==> src/rtl/fetch_stage_pkg.sv <==
// Shared definitions for the fetch stage and the hazard logic that drives it.
package fetch_stage_pkg;

    // Default datapath widths of the 8-register core.
    localparam int unsigned DEFAULT_PC_W    = 16;
    localparam int unsigned DEFAULT_INSTR_W = 16;

    // Fetch FSM encoding.
    typedef enum logic [1:0] {
        StFetch = 2'b00,  // idle or issuing a new request
        StWait  = 2'b01,  // request outstanding, result wanted
        StDrop  = 2'b10   // request outstanding, result squashed by a redirect
    } fetchState_t;

    // Redirect kinds resolved in EX; 2'b00 means no redirect this cycle.
    typedef enum logic [1:0] {
        JNone   = 2'b00,
        JJump   = 2'b01,
        JBranch = 2'b10,
        JReg    = 2'b11
    } jType_t;

endpackage

==> src/rtl/if_id_reg.sv <==
// IF/ID pipeline register plus a one-entry hold register that parks an
// instruction returned by memory while decode is stalled.
module if_id_reg #(
    parameter int unsigned PC_W    = 16,
    parameter int unsigned INSTR_W = 16
) (
    input  logic               clk,
    input  logic               rst,
    input  logic               load,         // IF/ID <= fetched instruction
    input  logic               loadHold,     // IF/ID <= hold register
    input  logic               bubble,       // IF/ID becomes a bubble
    input  logic               holdWrite,    // hold register <= fetched instruction
    input  logic               holdClear,    // hold register emptied
    input  logic [INSTR_W-1:0] fetchData,
    input  logic [PC_W-1:0]    fetchPcPlus1,
    output logic [INSTR_W-1:0] instrID,
    output logic [PC_W-1:0]    pcPlus1ID,
    output logic               validID,
    output logic               holdValid
);

    logic [INSTR_W-1:0] holdInstr;
    logic [PC_W-1:0]    holdPcPlus1;

    // IF/ID register: hold-register unload wins over a fresh load.
    always_ff @(posedge clk or posedge rst) begin
        if (rst) begin
            instrID   <= '0;
            pcPlus1ID <= '0;
            validID   <= 1'b0;
        end else if (loadHold) begin
            instrID   <= holdInstr;
            pcPlus1ID <= holdPcPlus1;
            validID   <= 1'b1;
        end else if (load) begin
            instrID   <= fetchData;
            pcPlus1ID <= fetchPcPlus1;
            validID   <= 1'b1;
        end else if (bubble) begin
            validID   <= 1'b0;
        end
    end

    // One-entry hold register for data that arrives during a decode stall.
    always_ff @(posedge clk or posedge rst) begin
        if (rst) begin
            holdInstr   <= '0;
            holdPcPlus1 <= '0;
            holdValid   <= 1'b0;
        end else if (holdWrite) begin
            holdInstr   <= fetchData;
            holdPcPlus1 <= fetchPcPlus1;
            holdValid   <= 1'b1;
        end else if (holdClear) begin
            holdValid   <= 1'b0;
        end
    end

endmodule

==> src/rtl/fetch_stage.sv <==
// Instruction-fetch stage: owns the PC, drives the request/ready instruction
// memory port and feeds the IF/ID register. Priority is stallID > flush > normal.
module fetch_stage
    import fetch_stage_pkg::*;
#(
    parameter int unsigned  PC_W     = DEFAULT_PC_W,
    parameter int unsigned  INSTR_W  = DEFAULT_INSTR_W,
    parameter logic [PC_W-1:0] RESET_PC = '0
) (
    input  logic               clk,
    input  logic               rst,
    input  logic               stallPC,
    input  logic               stallID,
    input  logic               flush,
    input  logic [PC_W-1:0]    jTarget,
    output logic               imemReq,
    output logic [PC_W-1:0]    imemAddr,
    input  logic               imemReady,
    input  logic [INSTR_W-1:0] imemData,
    output logic [INSTR_W-1:0] instrID,
    output logic [PC_W-1:0]    pcPlus1ID,
    output logic               validID,
    output logic               fetchBusy
);

    fetchState_t     stateQ, stateD;
    logic [PC_W-1:0] pcQ, pcD;
    logic [PC_W-1:0] redirectQ, redirectD;
    logic [PC_W-1:0] pcPlus1;
    logic            req;
    logic            load, loadHold, bubble, holdWrite, holdClear;
    logic            holdValid;

    // PC+1 wraps naturally at 2^PC_W.
    assign pcPlus1 = pcQ + PC_W'(1);

    // State, PC and pending redirect target.
    always_ff @(posedge clk or posedge rst) begin
        if (rst) begin
            stateQ    <= StFetch;
            pcQ       <= RESET_PC;
            redirectQ <= RESET_PC;
        end else begin
            stateQ    <= stateD;
            pcQ       <= pcD;
            redirectQ <= redirectD;
        end
    end

    // Next-state, PC update and IF/ID control decode.
    always_comb begin
        stateD    = stateQ;
        pcD       = pcQ;
        redirectD = redirectQ;
        req       = 1'b0;
        load      = 1'b0;
        loadHold  = 1'b0;
        bubble    = 1'b0;
        holdWrite = 1'b0;
        holdClear = 1'b0;
        unique case (stateQ)
            StFetch: begin
                req = !stallPC && !stallID && !flush && !holdValid;
                if (stallID) begin
                    // Decode stalled: everything holds, flush is ignored.
                end else if (flush) begin
                    pcD       = jTarget;
                    bubble    = 1'b1;
                    holdClear = 1'b1;  // a parked instruction is squashed too
                end else if (holdValid) begin
                    loadHold  = 1'b1;
                    holdClear = 1'b1;
                end else if (req && imemReady) begin
                    load = 1'b1;
                    pcD  = pcPlus1;
                end else if (req) begin
                    bubble = 1'b1;
                    stateD = StWait;
                end else begin
                    // PC stalled alone: decode must not see the instruction twice.
                    bubble = 1'b1;
                end
            end
            StWait: begin
                req = 1'b1;
                if (stallID) begin
                    if (imemReady) begin
                        holdWrite = 1'b1;
                        pcD       = pcPlus1;
                        stateD    = StFetch;
                    end
                end else if (flush) begin
                    bubble = 1'b1;
                    if (imemReady) begin
                        pcD    = jTarget;
                        stateD = StFetch;
                    end else begin
                        redirectD = jTarget;
                        stateD    = StDrop;
                    end
                end else if (imemReady) begin
                    load   = 1'b1;
                    pcD    = pcPlus1;
                    stateD = StFetch;
                end else begin
                    bubble = 1'b1;
                end
            end
            StDrop: begin
                req = 1'b1;
                if (!stallID) begin
                    bubble = 1'b1;
                end
                // Latest redirect target wins while the stale request drains.
                if (flush && !stallID) begin
                    redirectD = jTarget;
                end
                if (imemReady) begin
                    pcD    = (flush && !stallID) ? jTarget : redirectQ;
                    stateD = StFetch;
                end
            end
            default: begin
                stateD = StFetch;
            end
        endcase
    end

    assign imemReq   = req && !rst;
    assign imemAddr  = pcQ;
    assign fetchBusy = (stateQ != StFetch);

    if_id_reg #(
        .PC_W    (PC_W),
        .INSTR_W (INSTR_W)
    ) uIfId (
        .clk          (clk),
        .rst          (rst),
        .load         (load),
        .loadHold     (loadHold),
        .bubble       (bubble),
        .holdWrite    (holdWrite),
        .holdClear    (holdClear),
        .fetchData    (imemData),
        .fetchPcPlus1 (pcPlus1),
        .instrID      (instrID),
        .pcPlus1ID    (pcPlus1ID),
        .validID      (validID),
        .holdValid    (holdValid)
    );

endmodule

==> config.mk <==
export PLATFORM = sky130hd
export DESIGN_NAME = fetch_stage
export DESIGN_NICKNAME = d
export VERILOG_FILES = /design/src/rtl/fetch_stage_pkg.sv /design/src/rtl/if_id_reg.sv /design/src/rtl/fetch_stage.sv
export SDC_FILE = /design/constraint.sdc
export NUM_CORES = 1
export LEC_CHECK = 0
export ABC_AREA = 1
export CORE_AREA = 2 2 167 104
export CTS_CLUSTER_DIAMETER = 150
export DETAILED_ROUTE_END_ITERATION = 16
export DIE_AREA = 0 0 169 106
export SYNTH_ARGS = -nofsm -noshare
export SYNTH_HDL_FRONTEND = slang
export SYNTH_SLANG_ARGS = --single-unit
==> constraint.sdc <==
create_clock -name clk -period 4.1 [get_ports clk]
set_input_delay 0.82 -clock clk [delete_from_list [all_inputs] [get_ports clk]]
set_output_delay 0.82 -clock clk [all_outputs]
set_load 0.005 [all_outputs]
* Yosys cells after proc, flatten, opt, wreduce, memory -nomap -nowiden
Index checks and enable logic that the tools add are counted.
** Storage, ports and cells
- Register bits :: 100
- Bits of input ports :: 38
- Output and inout bits :: 51
** Cells by class
- Eq/ne operators :: 14
- Mux-type cells :: 61
- Reductions and logical operators :: 22
- $add $sub $neg :: 1
** Operators by type and width (number)
- $mux 16 :: 17
- $pmux 16 s3 :: 1
- $pmux 16 s2 :: 1
- $mux 1 :: 29
- $mux 2 :: 9
- $ne 2x2->1 const B :: 9
- $add 16x1->16 const B :: 1
- $reduce_bool 2->1 :: 4
- $logic_and 1x1->1 :: 6
- $ne 3x3->1 const B :: 2
- $pmux 2 s3 :: 1
- $reduce_and 6->1 :: 1
- $reduce_bool 3->1 :: 2
- $logic_not 1->1 :: 5
- $reduce_and 5->1 :: 1
- $ne 4x4->1 const B :: 1
- $pmux 1 s2 :: 2
- $reduce_and 4->1 :: 1
- $pmux 1 s3 :: 1
- $eq 2x1->1 const B :: 1
- $eq 2x2->1 const B :: 1
- $logic_not 2->1 :: 1
- $reduce_or 2->1 :: 1

* Logic depth before layout (Yosys ltp)
- Word-level depth :: 13
- Mapped depth :: 13
- Depth with buffers taken out :: 13

* Cells and area by module
A second synthesis with hierarchy kept.
** Second synthesis, totals
- Cells, all modules :: 888
- Area total of the unflattened synthesis :: 5939.4 um2
** Modules (own cells, without submodules)
- fetch_stage :: area each 3016.6 um2, sequential area each 850.8 um2, cells an instance 505, times used 1
- if_id_reg :: area each 2922.8 um2, sequential area each 1651.6 um2, cells an instance 383, times used 1

* Least setup slack after synthesis
Ideal clock, no wire load.
- Path kind :: input-to-output
- Start :: input port flush
- End :: output port imemReq
- Slack :: 1.782 ns
- Data required time :: 3.280 ns
- Arrival :: 1.498 ns
- Cell stages on the path :: 6
- Buffers on the path :: 1
- Cells stage by stage :: clkinv_1 -> buf_2 -> nand3_1 -> inv_1 -> nand2_1 -> a211oi_1
** Between the ends
- Word-level cells in the longest chain between the ends :: 5
** RTL lines
- start, declared :: line fetch_stage.sv:14 : input logic flush,
- $logic_not 1->1 :: line fetch_stage.sv:63 : req = !stallPC && !stallID && !flush && !holdValid;
- $logic_and 1x1->1 (2 in series) :: line fetch_stage.sv:63
- $pmux 1 s2 :: line fetch_stage.sv:61 : unique case (stateQ)
- $logic_and 1x1->1 :: line fetch_stage.sv:129 : assign imemReq = req && !rst;
- end, declared :: line fetch_stage.sv:16 : output logic imemReq,
Every way passes these cells.

* Worst setup path in the final report
- Start :: input port stallID
- End :: output port imemReq
** Between the ends
- Word-level cells in the longest chain between the ends :: 6
** RTL lines
- start, declared :: line fetch_stage.sv:13 : input logic stallID,
- $logic_not 1->1 :: line fetch_stage.sv:63
- $logic_and 1x1->1 (3 in series) :: line fetch_stage.sv:63
- $pmux 1 s2 :: line fetch_stage.sv:61
- $logic_and 1x1->1 :: line fetch_stage.sv:129
Every way passes these cells.

==> results by group <==
Finish
  • Antenna fix cells: 0
  • Fin cells: 1068
  • Area grow syn2layout: 23.83%
  • Nets: 892
  • Util after Layout: 41.98%
  • Fraction of layout cells with a size suffix above 1: 6.440%

Logic synthesis
  • Number of synthesized flops with an enable pin: 0
  • Count leader, synth: nand2_1
  • Mapped Area: 5619 µm²
  • Top_reg_cell synth: dfrtp_1
  • Yosys top cell by area: dfrtp_1
  • Seq/Total Area, Yosys: 44.53%
  • Top area cells in the synthesized netlist: dfrtp_1, nand2_1, a21oi_1, nor2_1, o21ai_0
  • Ys async rst share: 100.0%
  • Syn nets: 824
  • Cells after Synth: 781
  • Most instantiated cells after synthesis: nand2_1, dfrtp_1, nor2_1
  • Post-synth cell types: 34
  • Yosys top cell area share: 44.53%
  • FF+latch count, synth: 100
  • Mean area per synthesized cell: 7.195 µm²
  • Synthesis Warnings: 0

Critical path
  • Critical R2R Launch: stateQ[0]
  • Reg2Reg Depth: 7
  • Worst Setup SP: stallID
  • CP endpoint kind: output port
  • Crit path kind: in -> out
  • Flop2flop setup slack: 1.26 ns
  • Capture point of the worst reg-to-reg path: redirectQ[10]
  • CP startpoint kind: input port
  • Crit Path Max Fanout: 10
  • CP endpoint: imemReq
  • WP data arrival: 2.61 ns
  • Worst Path Required: 3.28 ns

Placement
  • Dpl hpwl: 11350 µm
  • DP Worst Slack: 0.6725 ns
  • Cell count after placement: 1052
  • GPL Wtd Cong: 0.8638
  • Count of input and output buffers: 88

Hold path
  • Hold path start: uIfId.holdInstr[15]
  • Worst min path class: reg -> reg

GRT
  • Initial antenna violation count: 0
  • Grt ovf: 0
  • Vias in the first global route: 5056
  • Largest net degree at the start of global routing: 101
  • First-pass GRT wire length: 27030 µm
  • Total GRT Usage: 19.02%

Die
  • Chip Height: 106 µm
  • I/O pin count: 89
  • Row cnt: 37
  • Placeable Area: 16570 µm²
  • Die X: 169 µm
  • Initial Util: 33.90%
  • Die area: 17910 µm²

STA
  • Final worst slack: 0.6719 ns
  • Tmin final: 3.428 ns
  • Worst Max-Slew Pin Slew: 1.170 ns
  • # setup viols final: 0
  • TNS Setup: 0 ns
  • Clock Skew: 0.01058 ns
  • Pins Over Slew Limit: 0
  • Rel. slew slack: 22.01%
  • Unrepaired setup endpoints after global routing: no
  • Fin. Hold Viols: 0
  • Fin crit share: 83.61%
  • Fmax: 291.7 MHz

Route
  • Drt via density: 5.042
  • Antenna-violating nets left: 0
  • DRT iter0 DRCs: 466
  • WL final: 16260 µm
  • Wire length per cell: 15.22 µm
  • DRT Pass-1 Iters: 5
  • Drt drc: 0
  • Via count: 5385

Clock network
  • CTS Hold Buffers Added: 0
  • Num CTS Buffers: 9
  • Setup repair bufs after CTS: 0
  • Clock sink count: 100
  • CTS tree: yes
  • Resized cells post-CTS: 0
  • H-tree depth: 3
  • Clk buf depth: 2
  • Clk_lat worst skew: 0.35 ns
  • Worst-path clk slew: 0.08 ns
  • CTS root buffer: clkbuf_16

Pwr
  • Power Density: 700.0 nW/µm²
  • Max VDD drop: 0.2355 mV
  • Leak: 3.322 nW
  • Power, Total: 0.004871 W

Status
  • Status: finished, final reports clean

Run
  • Max-Cap Viols: 0
[where the power goes]
part / internal (W) / switching, W / leakage (nW) / total, W
Clock: 0.000444 / 0.000457 / 0.153 / 0.000900
Combinational: 0.000978 / 0.00116 / 1.95 / 0.00214
Sequential: 0.00146 / 0.000371 / 1.22 / 0.00183
[critical path, stage by stage]
cell and delay, ns:
clkdlybuf4s50_1 0.54, inv_2 0.25, nand3_1 0.15, inv_1 0.09, nand2_1 0.05, a211oi_1 0.19
clkdlybuf4s50_1 0.53
[per-stage QoR]
step | hold slack (ns) | cell area, µm²
3_5_place_dp | 0.4594 | 6644
2_1_floorplan | 0.4422 | 5619
5_1_grt | 0.5004 | 6958
4_1_cts | 0.4822 | 6958
6_report | 0.4789 | 6958
3_3_place_gp | 0.4562 | 6644
[state kept, by name, indices dropped and copies added, names as in the netlist]
register           flops
uIfId.holdInstr       16
stateQ                 2
uIfId.validID          1
uIfId.holdPcPlus1     16
uIfId.instrID         16
uIfId.holdValid        1
uIfId.pcPlus1ID       16
redirectQ             16
imemAddr              16
[cell families after synthesis]
logic type	Yosys count	synth area share, %
flops	100	44.53
xor+xnor	7	1.091
fa+ha+maj	5	1.113
compound gates	160	16.74
simple gates	407	28.57
buf+inv	102	7.949
[metal layers]
metal	vias to the layer above	part of all wire [%]	GRT usage, %
met4	0	0.92	3.724
met3	14	7.7	3.760
met1	2508	52	29.99
met2	196	39	26.67
li1	2667	-	-
met5	-	0	0
[area by class of cell]
| class | instances | area (µm²) |
|---|---|---|
| Fill cell | 1689 | 9615 |
| Multi-Input combinational cell | 579 | 2670 |
| Sequential cell | 100 | 2502 |
| Timing Repair Buffer | 99 | 975.9 |
| Tap cell | 214 | 267.8 |
| Inverter | 60 | 227.7 |
| Clock buffer | 9 | 225.2 |
| Clock inverter | 7 | 88.84 |
[worst min-delay path by stage]
stage / endpoint / slack (ns) / cells past startpoint
after detailed placement: uIfId.holdInstr[0] / 0.46 / 2
after floorplan: uIfId.holdInstr[0] / 0.44 / 2
after global routing: uIfId.holdInstr[11] / 0.50 / 2
final: uIfId.holdInstr[15] / 0.48 / 2
after global placement: uIfId.holdInstr[4] / 0.46 / 2
after CTS: uIfId.holdInstr[0] / 0.48 / 2
[cells in the final DEF (no fill, tap or decap), types with 2 or more instances in the layout]
cell	count
ha_1	5
nand4_1	5
clkinv_1	2
dfrtp_1	100
inv_8	2
xor2_1	6
a211oi_1	2
nor2_1	69
o211ai_2	8
o211ai_1	5
clkinv_8	2
o22ai_1	21
nand2_1	308
nor2_2	2
a31oi_1	16
a22oi_1	2
inv_2	9
clkdlybuf4s50_1	88
nand3_2	2
buf_4	10
nand3_1	17
inv_1	48
a21oi_1	65
clkbuf_16	9
o21ai_0	38
No activity file was read; power rests on OpenSTA's default activity.
